File: src/rtl/fetch_ctrl_unit.sv
// fetch_ctrl_unit
// Fetch-stage sequencer: drives PC write, IF/ID write, bubble injection and
// interrupt injection. Handles IMM_OPCODE instructions followed by IMM_WORDS
// extension words. Interrupts are edge-latched, served lowest index first,
// and not nested: after one is taken, no other is taken until RTI is decoded.
//
// Ports:
//   clk             rising-edge clock
//   rst             synchronous active-high reset
//   opcode, ra      fields of the word currently in IF/ID
//   stall_in        hazard stall request
//   flush_in        taken-branch flush request
//   irq             level interrupt lines, edge-detected internally
//   PC_Write_En     PC register update enable
//   IF_ID_Write_En  IF/ID register write enable
//   Inject_Bubble   replace decoded control with NOP
//   Inject_Int      select interrupt vector at the PC mux
//   Int_Vec         index of the serviced interrupt line
//   Int_Active      high during the S_INTR push cycle
module fetch_ctrl_unit #(
    parameter int unsigned OPCODE_W   = 4,
    parameter int unsigned IMM_OPCODE = 12,
    parameter int unsigned IMM_WORDS  = 1,
    parameter int unsigned RTI_OPCODE = 11,
    parameter int unsigned RTI_RA     = 3,
    parameter int unsigned NUM_IRQ    = 4,
    parameter int unsigned VEC_W      = 2
) (
    input  logic                clk,
    input  logic                rst,
    input  logic [OPCODE_W-1:0] opcode,
    input  logic [1:0]          ra,
    input  logic                stall_in,
    input  logic                flush_in,
    input  logic [NUM_IRQ-1:0]  irq,
    output logic                PC_Write_En,
    output logic                IF_ID_Write_En,
    output logic                Inject_Bubble,
    output logic                Inject_Int,
    output logic [VEC_W-1:0]    Int_Vec,
    output logic                Int_Active
);

    typedef enum logic [1:0] {
        RESET     = 2'd0,
        FETCH     = 2'd1,
        FETCH_IMM = 2'd2,
        S_INTR    = 2'd3
    } state_t;

    state_t               r_state;
    state_t               w_next;
    logic [NUM_IRQ-1:0]   r_irq_q;
    logic [NUM_IRQ-1:0]   r_pending;
    logic                 r_int_en;
    logic [2:0]           r_imm_cnt;
    logic [VEC_W-1:0]     r_vec_q;

    logic [VEC_W-1:0]     w_pick;
    logic                 w_found;
    logic [NUM_IRQ-1:0]   w_clr;
    logic                 w_take_int;
    logic                 w_start_imm;
    logic                 w_dec_imm;
    logic                 w_rti;

    // Lowest-index pending line.
    always_comb begin
        w_pick  = '0;
        w_found = 1'b0;
        for (int unsigned i = 0; i < NUM_IRQ; i++) begin
            if (!w_found && r_pending[i]) begin
                w_pick  = VEC_W'(i);
                w_found = 1'b1;
            end
        end
    end

    assign w_clr = w_take_int ? (NUM_IRQ'(1) << w_pick) : '0;

    always_comb begin
        w_next         = r_state;
        PC_Write_En    = 1'b1;
        IF_ID_Write_En = 1'b1;
        Inject_Bubble  = 1'b0;
        Inject_Int     = 1'b0;
        Int_Active     = 1'b0;
        Int_Vec        = r_vec_q;
        w_take_int     = 1'b0;
        w_start_imm    = 1'b0;
        w_dec_imm      = 1'b0;
        w_rti          = 1'b0;
        if (rst) begin
            PC_Write_En    = 1'b0;
            IF_ID_Write_En = 1'b0;
            Inject_Bubble  = 1'b1;
            Int_Vec        = '0;
            w_next         = RESET;
        end else begin
            case (r_state)
                RESET: begin
                    Inject_Bubble = 1'b1;
                    w_next        = FETCH;
                end
                FETCH: begin
                    if (flush_in) begin
                        Inject_Bubble = 1'b1;
                    end else if (stall_in) begin
                        PC_Write_En    = 1'b0;
                        IF_ID_Write_En = 1'b0;
                        Inject_Bubble  = 1'b1;
                    end else if (r_int_en && w_found) begin
                        Inject_Int = 1'b1;
                        Int_Vec    = w_pick;
                        w_take_int = 1'b1;
                        w_next     = S_INTR;
                    end else if (opcode == OPCODE_W'(IMM_OPCODE)) begin
                        IF_ID_Write_En = 1'b0;
                        Inject_Bubble  = 1'b1;
                        w_start_imm    = 1'b1;
                        w_next         = FETCH_IMM;
                    end else if (opcode == OPCODE_W'(RTI_OPCODE) && ra == 2'(RTI_RA)) begin
                        w_rti = 1'b1;
                    end
                end
                FETCH_IMM: begin
                    if (flush_in) begin
                        Inject_Bubble = 1'b1;
                        w_next        = FETCH;
                    end else if (stall_in) begin
                        PC_Write_En    = 1'b0;
                        IF_ID_Write_En = 1'b0;
                        Inject_Bubble  = 1'b1;
                    end else if (r_imm_cnt != 3'd0) begin
                        IF_ID_Write_En = 1'b0;
                        Inject_Bubble  = 1'b1;
                        w_dec_imm      = 1'b1;
                    end else begin
                        w_next = FETCH;
                    end
                end
                S_INTR: begin
                    Int_Active = 1'b1;
                    if (stall_in) begin
                        PC_Write_En    = 1'b0;
                        IF_ID_Write_En = 1'b0;
                    end else begin
                        w_next = FETCH;
                    end
                end
                default: w_next = FETCH;
            endcase
        end
    end

    always_ff @(posedge clk) begin
        if (rst) begin
            r_state   <= RESET;
            r_irq_q   <= '0;
            r_pending <= '0;
            r_int_en  <= 1'b1;
            r_imm_cnt <= '0;
            r_vec_q   <= '0;
        end else begin
            r_state   <= w_next;
            r_irq_q   <= irq;
            // A new rising edge wins over a service-clear of the same line.
            r_pending <= (r_pending & ~w_clr) | (irq & ~r_irq_q);
            if (w_take_int) begin
                r_vec_q  <= w_pick;
                r_int_en <= 1'b0;
            end else if (w_rti) begin
                r_int_en <= 1'b1;
            end
            if (w_start_imm) begin
                r_imm_cnt <= 3'(IMM_WORDS - 1);
            end else if (w_dec_imm) begin
                r_imm_cnt <= r_imm_cnt - 3'd1;
            end
        end
    end

endmodule

File: config.mk
export PLATFORM = sky130hd
export DESIGN_NAME = fetch_ctrl_unit
export DESIGN_NICKNAME = d
export VERILOG_FILES = /design/src/rtl/fetch_ctrl_unit.sv
export SDC_FILE = /design/constraint.sdc
export NUM_CORES = 1
export LEC_CHECK = 0
export BUFFER_PORTS_ARGS = -buffer_cell sky130_fd_sc_hd__buf_2
export CAP_MARGIN = 40
export CORE_MARGIN = 2
export CORE_UTILIZATION = 37
export DETAILED_ROUTE_END_ITERATION = 8
export PLACE_DENSITY = 0.61
export REMOVE_ABC_BUFFERS = 1
export SLEW_MARGIN = 20
export SYNTH_ARGS = -nofsm -noshare
export SYNTH_HDL_FRONTEND = slang
export SYNTH_SLANG_ARGS = --single-unit
File: constraint.sdc
create_clock -name clk -period 2 [get_ports clk]
set_input_delay 0.1 -clock clk [delete_from_list [all_inputs] [get_ports clk]]
set_output_delay 0.1 -clock clk [all_outputs]
set_load 0.05 [all_outputs]
==> impl_metrics.json, run 1 <==
{
  "cp.required_ns": 1.90,
  "die_w_um": 53.4,
  "hold_viol_final": 0,
  "numPortBuffers": 20,
  "path_clk_slew_ns": 0.09,
  "initial_utilization": 0.401,
  "yosys.area_share.simple": 0.239,
  "syn_area_per_cell_sq_um": 8.62,
  "ant_nets": 0,
  "power_leakage_nw": 0.507,
  "drv_cap": 0,
  "synth-seq-cells": 16,
  "clk_latency_ns": 0.29,
  "rsz0062_at_grt": "yes",
  "drt_iter0_markers": 26,
  "drt-total-wl_mm": 2.05,
  "synth-compound-area-share": 0.227,
  "r2r_cells": 6,
  "end_kind": "output pin",
  "dr.pass1.iters": 4,
  "dp_slack_ns": 0.132,
  "drive_above_1_share": 0.321,
  "nNetsFinal": 154,
  "fmax_ghz": 0.501,
  "synth_cell_types": 34,
  "finalCritPeriodShare": 0.998,
  "synthMuxAreaShare": 0.0124,
  "drc_errors": 0,
  "grt_pass1_vias": 769,
  "ctsHoldBuffers": 0,
  "num_rows": 17,
  "fp.dieArea_sq_mm": 0.00286,
  "pwr_density_cell_mw_per_mm2": 639,
  "antenna_found_initial": 0,
  "htreeDepth": 1,
  "cp-start-kind": "register",
  "overflow": 0,
  "fin_skew_ns": 0.00333,
  "detailed_place_hpwl_mm": 1.44,
  "path_class": "reg -> out",
  "hp-class": "in -> reg",
  "areaGrowthSynthToFinish_pct": 27.9,
  "grt_first_pass_wirelength_mm": 3.28,
  "core_area_sq_mm": 0.00225,
  "worstMarginPinSlew_ns": 0.733,
  "cts_tree": "yes",
  "numClockSinks": 16,
  "drt-wirelength-per-cell_um": 12.9,
  "yosysWarnings": 0,
  "setup_violations": 0,
  "drv_slew": 0,
  "layout_setup_ws_ns": 0.00402,
  "worst_slew_margin_rel": 0.505,
  "vias": 864,
  "status": "completed",
  "netlist_instances": 105,
  "clockRootBuffer": "clkbuf_4",
  "synth_fa_ha_area_frac": 0.111,
  "gp_congestion": 0.800,
  "pin_count": 21,
  "vias_per_cell": 5.43,
  "path_max_fanout": 6,
  "ys_seq_area_frac": 0.354,
  "clockBufferDepth": 2,
  "power.total_uw": 740,
  "final.min_clock_period_ns": 2.00,
  "fillers": 239,
  "synth_top_family_by_area": "simple AND/OR/NAND/NOR gates",
  "synthXorXnorAreaFrac": 0.0194,
  "grt_max_degree": 23,
  "synth_area_sq_um": 905,
  "hold_slack_ns": 0.0274,
  "die_h_um": 53.4,
  "antenna_cells": 0,
  "whs_path_depth": 2,
  "grt_use_total": 0.161,
  "cts_buffers": 3,
  "ir_drop_mv": 0.369,
  "worstPathArrival_ns": 1.90
}
==> worst max-delay path: stages (launching register included) <==
cell and delay [ns]:
dfxtp_2 0.36, o41a_1 0.48, nor3b_2 0.20, a21oi_1 0.09, a221oi_2 0.28, buf_6 0.20
==> cell usage after synthesis <==
library cell,n,area share
nor2_1,8,0.033
and4b_1,1,0.011
mux2_2,1,0.012
a311oi_1,1,0.0097
o41ai_1,1,0.0097
a21o_1,2,0.017
nor4_1,1,0.0069
nand2_1,7,0.029
inv_1,7,0.029
nand4_1,1,0.0069
a31o_2,1,0.0097
or2_2,1,0.0069
nor4bb_1,1,0.011
dfxtp_1,16,0.35
nor3b_2,1,0.014
nor3_1,1,0.0055
clkbuf_1,1,0.0041
o41a_1,1,0.012
nor2b_1,9,0.062
a211oi_1,2,0.017
xor2_1,1,0.0097
o2111ai_1,1,0.0097
ha_1,8,0.11
a21oi_1,13,0.072
xnor2_1,1,0.0097
nand3_1,3,0.017
a41o_1,2,0.022
nor3b_1,1,0.0083
o21ai_0,4,0.022
a221oi_2,1,0.017
nand2b_1,3,0.021
buf_1,1,0.0041
or3_1,1,0.0069
o21ai_2,1,0.0097
==> cells by family (layout without fill, tap and decap cells) <==
| kind of cell | Yosys count | in the layout |
|---|---|---|
| DFF | 16 | 16 |
| xor gates and xnor gates | 2 | 2 |
| and+or+nand+nor | 39 | 39 |
| buffers and inverters | 9 | 35 |
| muxes | 1 | 1 |
| adders and majority gates | 8 | 8 |
| AOI/OAI and AO/OA | 30 | 30 |
==> stage by stage <==
| step | setup TNS (ns) | area [sq um] | util | cells |
|---|---|---|---|---|
| floorplan | -0.288 | 897 | - | 103 |
| global placement | 0 | 1050 | 0.464 | 153 |
| detailed placement | 0 | 1050 | 0.464 | 153 |
| CTS | 0 | 1110 | 0.493 | 157 |
| global route | -0.314 | 1160 | 0.513 | 159 |
| finish | 0 | 1160 | 0.513 | 159 |
==> cells in the final DEF (no fill, tap or decap), types with 2 or more instances in the layout <==
cell and instances:
nand3_1 3, a41o_1 2, nor2_1 8, buf_4 6
ha_1 7, buf_6 2, buf_2 16, dfxtp_1 13
nor2b_1 9, dfxtp_2 2, o21ai_0 4, inv_1 6
clkbuf_4 3, a21oi_1 12, nand2_1 7, a21o_1 2
a211oi_1 2, nand2b_1 3
==> area by class of cell <==
class,count,area [sq um],area share
Tap cell,28,35.0,0.0303
Inverter,7,28.8,0.0249
Sequential cell,16,327,0.282
Clock buffer,4,36.3,0.0314
Multi-Input combinational cell,80,583,0.504
Timing Repair Buffer,24,148,0.128
==> sequential cells by signal, summed over array words and instances (netlist names) <==
signal,flops
r_imm_cnt,3
r_int_en,1
r_irq_q,4
r_pending,4
r_state,2
r_vec_q,2
==> path summary, 6_finish.rpt <==
| check | from | to | slack, ns |
|---|---|---|---|
| worst max-delay path | r_pending[2]$_SDFF_PP0_ | Inject_Bubble | 0.004 |
| worst min-delay path | irq[0] | r_irq_q[0]$_SDFF_PP0_ | 0.03 |
| worst max register to register | r_state[0]$_SDFFE_PP0P_ | r_state[0]$_SDFFE_PP0P_ | 0.13 |
| worst min register to register | r_vec_q[1]$_SDFFE_PP0P_ | r_vec_q[1]$_SDFFE_PP0P_ | 0.47 |
==> routing by layer <==
layer,track usage,share of wire,vias up
li1,-,-,428
met1,0.195,0.45,400
met2,0.267,0.48,30
met3,0.0339,0.050,6
met4,0.0769,0.020,0
met5,0,0,-
==> timing repair <==
action	4_1_cts	5_1_grt
pin swaps	0	5
buffers inserted	0	2
endpoints found under the setup margin	3	4
resized for setup	9	11
==> where the power goes <==
part	internal [mW]	switching (mW)	total, mW	leakage [nW]
logic	0.0708	0.103	0.174	0.353
clock network	0.111	0.104	0.215	0.0210
registers	0.334	0.0165	0.351	0.133
total	0.516	0.224	0.740	0.507
Note: power is estimated with default switching activity, not from simulation.
==> run 2, diff against run 1 <==
--- a/config.mk
+++ b/config.mk
@@ -5,13 +5,14 @@
 export SDC_FILE = /design/constraint.sdc
 export NUM_CORES = 1
 export LEC_CHECK = 0
-export BUFFER_PORTS_ARGS = -buffer_cell sky130_fd_sc_hd__buf_2
 export CAP_MARGIN = 40
 export CORE_MARGIN = 2
 export CORE_UTILIZATION = 37
 export DETAILED_ROUTE_END_ITERATION = 8
-export PLACE_DENSITY = 0.61
+export DONT_BUFFER_PORTS = 1
+export PLACE_DENSITY = 0.54
 export REMOVE_ABC_BUFFERS = 1
+export SETUP_SLACK_MARGIN = 0.1
 export SLEW_MARGIN = 20
 export SYNTH_ARGS = -nofsm -noshare
 export SYNTH_HDL_FRONTEND = slang
==> impl_metrics.json, run 2 (synthesized netlist as in run 1, its figures left out) <==
{
  "status": "completed",
  "path_clk_slew_ns": 0.09,
  "vias_per_cell": 5.42,
  "rsz0062_at_grt": "yes",
  "path_max_fanout": 5,
  "ir_drop_mv": 0.612,
  "grt_first_pass_wirelength_mm": 3.51,
  "detailed_place_hpwl_mm": 1.36,
  "finalCritPeriodShare": 0.969,
  "clockRootBuffer": "clkbuf_4",
  "pwr_density_cell_mw_per_mm2": 621,
  "areaGrowthSynthToFinish_pct": 30.7,
  "final_common_cell": "dfxtp_1",
  "drv_cap": 0,
  "worst_slew_margin_rel": 0.577,
  "fin_skew_ns": 0.00349,
  "drv_slew": 0,
  "ant_nets": 0,
  "min_to": "r_state[0]$_SDFFE_PP0P_",
  "top_regs": "r_irq_q (4), r_pending (4), r_imm_cnt (3)",
  "clockBufferDepth": 2,
  "dpl.cell_count": 138,
  "setup_tns_ns": 0,
  "hp-class": "in -> reg",
  "final_cell_mix": "dfxtp_1 (12), a21oi_1 (11), buf_4 (11)",
  "nNetsFinal": 148,
  "cp.required_ns": 1.90,
  "whs_path_depth": 3,
  "overflow": 0,
  "grt_max_degree": 14,
  "antenna_found_initial": 0,
  "numPortBuffers": 0,
  "gp_congestion": 0.828,
  "die_h_um": 53.4,
  "p_int_uw": 518,
  "p_clk_frac": 0.292,
  "drt-wirelength-per-cell_um": 13.9,
  "hp-start": "flush_in",
  "power_leakage_nw": 0.495,
  "drive_above_1_share": 0.280,
  "path_class": "reg -> out",
  "clk_latency_ns": 0.28,
  "reg2reg_to": "r_state[0]$_SDFFE_PP0P_",
  "power_frac_comb": 0.231,
  "worstPathArrival_ns": 1.84,
  "drc_errors": 0,
  "swShare": 0.295,
  "num_rows": 17,
  "pin_count": 21,
  "cts_tree": "yes",
  "r2r_start": "r_state[0]$_SDFFE_PP0P_",
  "dp_slack_ns": 0.0908,
  "p_switching_uw": 217,
  "hold_viol_final": 0,
  "grt_use_total": 0.171,
  "r2r_cells": 6,
  "initial_utilization": 0.401,
  "htreeDepth": 1,
  "pwr-share-seq": 0.477,
  "worstMarginPinSlew_ns": 0.626,
  "final.min_clock_period_ns": 1.94,
  "vias": 829,
  "setup_violations": 0,
  "die_w_um": 53.4,
  "ff2ff_setup_slack_ns": 0.23,
  "antenna_cells": 0,
  "core_area_sq_mm": 0.00225,
  "cp-start-kind": "register",
  "numClockSinks": 16,
  "end_kind": "output pin",
  "layout_setup_ws_ns": 0.0625,
  "dr.pass1.iters": 4,
  "fmax_ghz": 0.516,
  "grt_pass1_vias": 786,
  "drt_iter0_markers": 14,
  "drt-total-wl_mm": 2.13,
  "fp.dieArea_sq_mm": 0.00286,
  "cts_buffers": 3,
  "finalNonFillerCells": 153
}
==> run 2: cell types whose count changed in the layout (fill, tap and decap cells not counted), sizes merged <==
cell | before | now
buf | 24 | 13
dlygate4sd3 | 0 | 4
dlymetal6s4s | 0 | 1
==> run 2: per-stage QoR <==
step                      hold WS [ns]   util  power, mW  cell area, sq um
after global routing            0.0535  0.524      0.776              1180
final                           0.0773  0.524      0.734              1180
after CTS                       0.0497  0.515      0.739              1160
after global placement           0.171  0.437      0.484               985
after floorplan                  0.169      -      0.458               897
after detailed placement         0.173  0.437      0.486               985
==> run 2: power groups by stage <==
stage	registers [mW]	logic [mW]	clock network, mW
final	0.350	0.170	0.214
after detailed placement	0.357	0.130	0
after global routing	0.353	0.182	0.241
after CTS	0.349	0.165	0.224
after global placement	0.355	0.129	0
after floorplan	0.352	0.106	0
==> run 2: cell type report <==
cell class | instances | area [sq um]
timing repair buffer | 18 | 158
inverter | 7 | 26.3
tap | 28 | 35.0
sequential | 16 | 333
fill | 222 | 1070
clock buffer | 4 | 36.3
multi-input combinational | 80 | 594
==> run 2: worst max-delay path, cell delays in order (launching register included) <==
cell and delay (ns):
dfxtp_4 0.37, o41a_1 0.48, nor3b_2 0.20, a21oi_2 0.06, a221oi_2 0.25, buf_6 0.20
==> run 2: metal layers <==
metal | global-route usage | share of wire | vias to the layer above
li1 | - | - | 419
met1 | 0.221 | 0.49 | 389
met2 | 0.270 | 0.46 | 17
met3 | 0.0424 | 0.038 | 4
met4 | 0.0684 | 0.0099 | 0
met5 | 0 | 0 | -
==> run 2: worst max path at each step <==
| stage | start | end | slack (ns) |
|---|---|---|---|
| floorplan | r_state[1]$_SDFFE_PP0P_ | Int_Vec[0] | -0.29 |
| global placement | r_state[1]$_SDFFE_PP0P_ | Int_Vec[0] | 0.15 |
| detailed placement | r_state[1]$_SDFFE_PP0P_ | Int_Vec[0] | 0.09 |
| CTS | r_pending[2]$_SDFF_PP0_ | Inject_Bubble | 0.06 |
| global route | r_pending[1]$_SDFF_PP0_ | Inject_Bubble | -0.04 |
| finish | r_pending[1]$_SDFF_PP0_ | Inject_Bubble | 0.06 |
==> run 2: what timing repair did <==
| item | 4_1_cts | 5_1_grt |
|---|---|---|
| setup buffers | 6 | 0 |
| hold buffers | 5 | 0 |
| hold endpoints to repair | 13 | 0 |
| pin swaps | 5 | 2 |
| setup endpoints to repair | 5 | 4 |
| gates cloned | 0 | 0 |
| resized for setup | 14 | 6 |
==> run 3, diff against run 2 <==
--- a/config.mk
+++ b/config.mk
@@ -10,7 +10,7 @@
 export CORE_UTILIZATION = 37
 export DETAILED_ROUTE_END_ITERATION = 8
 export DONT_BUFFER_PORTS = 1
-export PLACE_DENSITY = 0.54
+export PLACE_DENSITY = 0.6
 export REMOVE_ABC_BUFFERS = 1
 export SETUP_SLACK_MARGIN = 0.1
 export SLEW_MARGIN = 20
==> impl_metrics.json, run 3 (synthesized netlist as in run 1, its figures left out) <==
{
  "p_clk_frac": 0.291,
  "cts_buffers": 3,
  "die_w_um": 53.4,
  "slowest_delay_ns": 0.40,
  "core_area_sq_mm": 0.00225,
  "rsz0062_at_grt": "yes",
  "crit_start": "r_state[1]$_SDFFE_PP0P_",
  "top_regs": "r_irq_q (4), r_pending (4), r_imm_cnt (3)",
  "p_int_uw": 520,
  "fmax_ghz": 0.506,
  "cts_tree": "yes",
  "hp-class": "in -> reg",
  "cp-start-kind": "register",
  "dpl.cell_count": 138,
  "fp.dieArea_sq_mm": 0.00286,
  "gp_congestion": 0.810,
  "drt-total-wl_mm": 2.23,
  "dr.pass1.iters": 5,
  "final_cell_mix": "dfxtp_1 (12), a21oi_1 (11), buf_4 (10)",
  "drt-wirelength-per-cell_um": 14.7,
  "cp.required_ns": 1.90,
  "detailed_place_hpwl_mm": 1.40,
  "grt_max_degree": 14,
  "worstPathArrival_ns": 1.87,
  "crit_chain": "inv_2, ha_4, nor3b_4, nand2_1, or3_4, a21oi_2, buf_4",
  "path_max_fanout": 4,
  "die_h_um": 53.4,
  "setup_violations": 0,
  "r2r_start": "r_pending[2]$_SDFF_PP0_",
  "numClockSinks": 16,
  "swShare": 0.296,
  "status": "completed",
  "nNetsFinal": 147,
  "numPortBuffers": 0,
  "vias_per_cell": 5.57,
  "grt_pass1_vias": 769,
  "grt_first_pass_wirelength_mm": 3.34,
  "drv_slew": 0,
  "drive_above_1_share": 0.266,
  "power.total_uw": 739,
  "worst_slew_margin_rel": 0.600,
  "htreeDepth": 1,
  "antenna_cells": 0,
  "num_rows": 17,
  "hold_slack_ns": 0.0622,
  "areaGrowthSynthToFinish_pct": 29.7,
  "worstMarginPinSlew_ns": 0.592,
  "pwr_density_cell_mw_per_mm2": 630,
  "power_leakage_nw": 0.481,
  "cpMaxStageDelayCell": "or3_4",
  "final.min_clock_period_ns": 1.97,
  "overflow": 0,
  "grt_use_total": 0.166,
  "ant_nets": 0,
  "finalCritPeriodShare": 0.987,
  "hp-start": "flush_in",
  "clk_latency_ns": 0.29,
  "finalNonFillerCells": 152,
  "clockBufferDepth": 2,
  "final_common_cell": "dfxtp_1",
  "critPathBufInv": 2,
  "vias": 846,
  "antenna_found_initial": 0,
  "power_frac_comb": 0.231,
  "path_class": "reg -> out",
  "hold_viol_final": 0,
  "p_switching_uw": 219,
  "fin_skew_ns": 0.0101,
  "path_clk_slew_ns": 0.10,
  "drv_cap": 0,
  "initial_utilization": 0.401,
  "ir_drop_mv": 0.602,
  "drc_errors": 0,
  "pwr-share-seq": 0.478,
  "drt_iter0_markers": 28,
  "end_kind": "output pin",
  "pin_count": 21,
  "cpLargestDelayFamily": "simple AND/OR/NAND/NOR gates",
  "clockRootBuffer": "clkbuf_4"
}
[run 3: changes by cell type in the layout (fill, tap and decap cells not counted), sizes merged]
cell	change
dlygate4sd3	+2
dlymetal6s4s	-1
buf	-2
[run 3: power groups by stage]
| stage | registers (mW) | logic [mW] | clock network, mW |
|---|---|---|---|
| after floorplan | 0.352 | 0.106 | 0 |
| after global placement | 0.355 | 0.129 | 0 |
| after detailed placement | 0.356 | 0.130 | 0 |
| after CTS | 0.350 | 0.157 | 0.220 |
| after global routing | 0.356 | 0.185 | 0.237 |
| final | 0.354 | 0.171 | 0.215 |
[run 3: layout make-up]
class,instances,area (sq um)
inverter,7,26.3
fill,219,1080
tap,28,35.0
multi-input combinational,80,602
clock buffer,4,36.3
sequential,16,328
timing repair buffer,17,146
[run 3: timing repair]
item | CTS | global route
hold buffers | 6 | 0
gates resized for setup | 11 | 7
hold endpoints to repair | 13 | 0
pin swaps | 2 | 2
setup buffers | 3 | 1
endpoints found under the setup margin | 5 | 5
[run 3: routing by layer]
metal / GRT usage / vias up / wire [um]
met5: 0 / - / 0
met1: 0.201 / 382 / 982
met2: 0.270 / 39 / 1010
met3: 0.0537 / 10 / 157
met4: 0.0598 / 0 / 79
li1: - / 415 / -
[run 3: final timing paths]
check | end | slack (ns) | depth (start not counted)
max | Int_Vec[0] | 0.03 | 7
min | r_state[0]$_SDFFE_PP0P_ | 0.06 | 3
max reg2reg | r_pending[1]$_SDFF_PP0_ | 0.09 | 6
min reg2reg | r_pending[3]$_SDFF_PP0_ | 0.48 | 2
[run 3: metrics by stage]
stage,cell area [sq um],worst slack [ns],setup TNS [ns],util
floorplan,897,-0.288,-0.288,-
global placement,985,0.160,0,0.437
detailed placement,985,0.0831,0,0.437
CTS,1140,0.0569,0,0.505
global route,1170,-0.0544,-0.155,0.521
finish,1170,0.0251,0,0.521
[run 3: worst reg2reg max path, cell delays in order, from the launching register on]
cell and delay, ns:
dfxtp_2 0.36, o41a_1 0.48, nand2_1 0.13, buf_4 0.16, o21ai_2 0.06, a21oi_1 0.13, dlygate4sd3_1 0.55
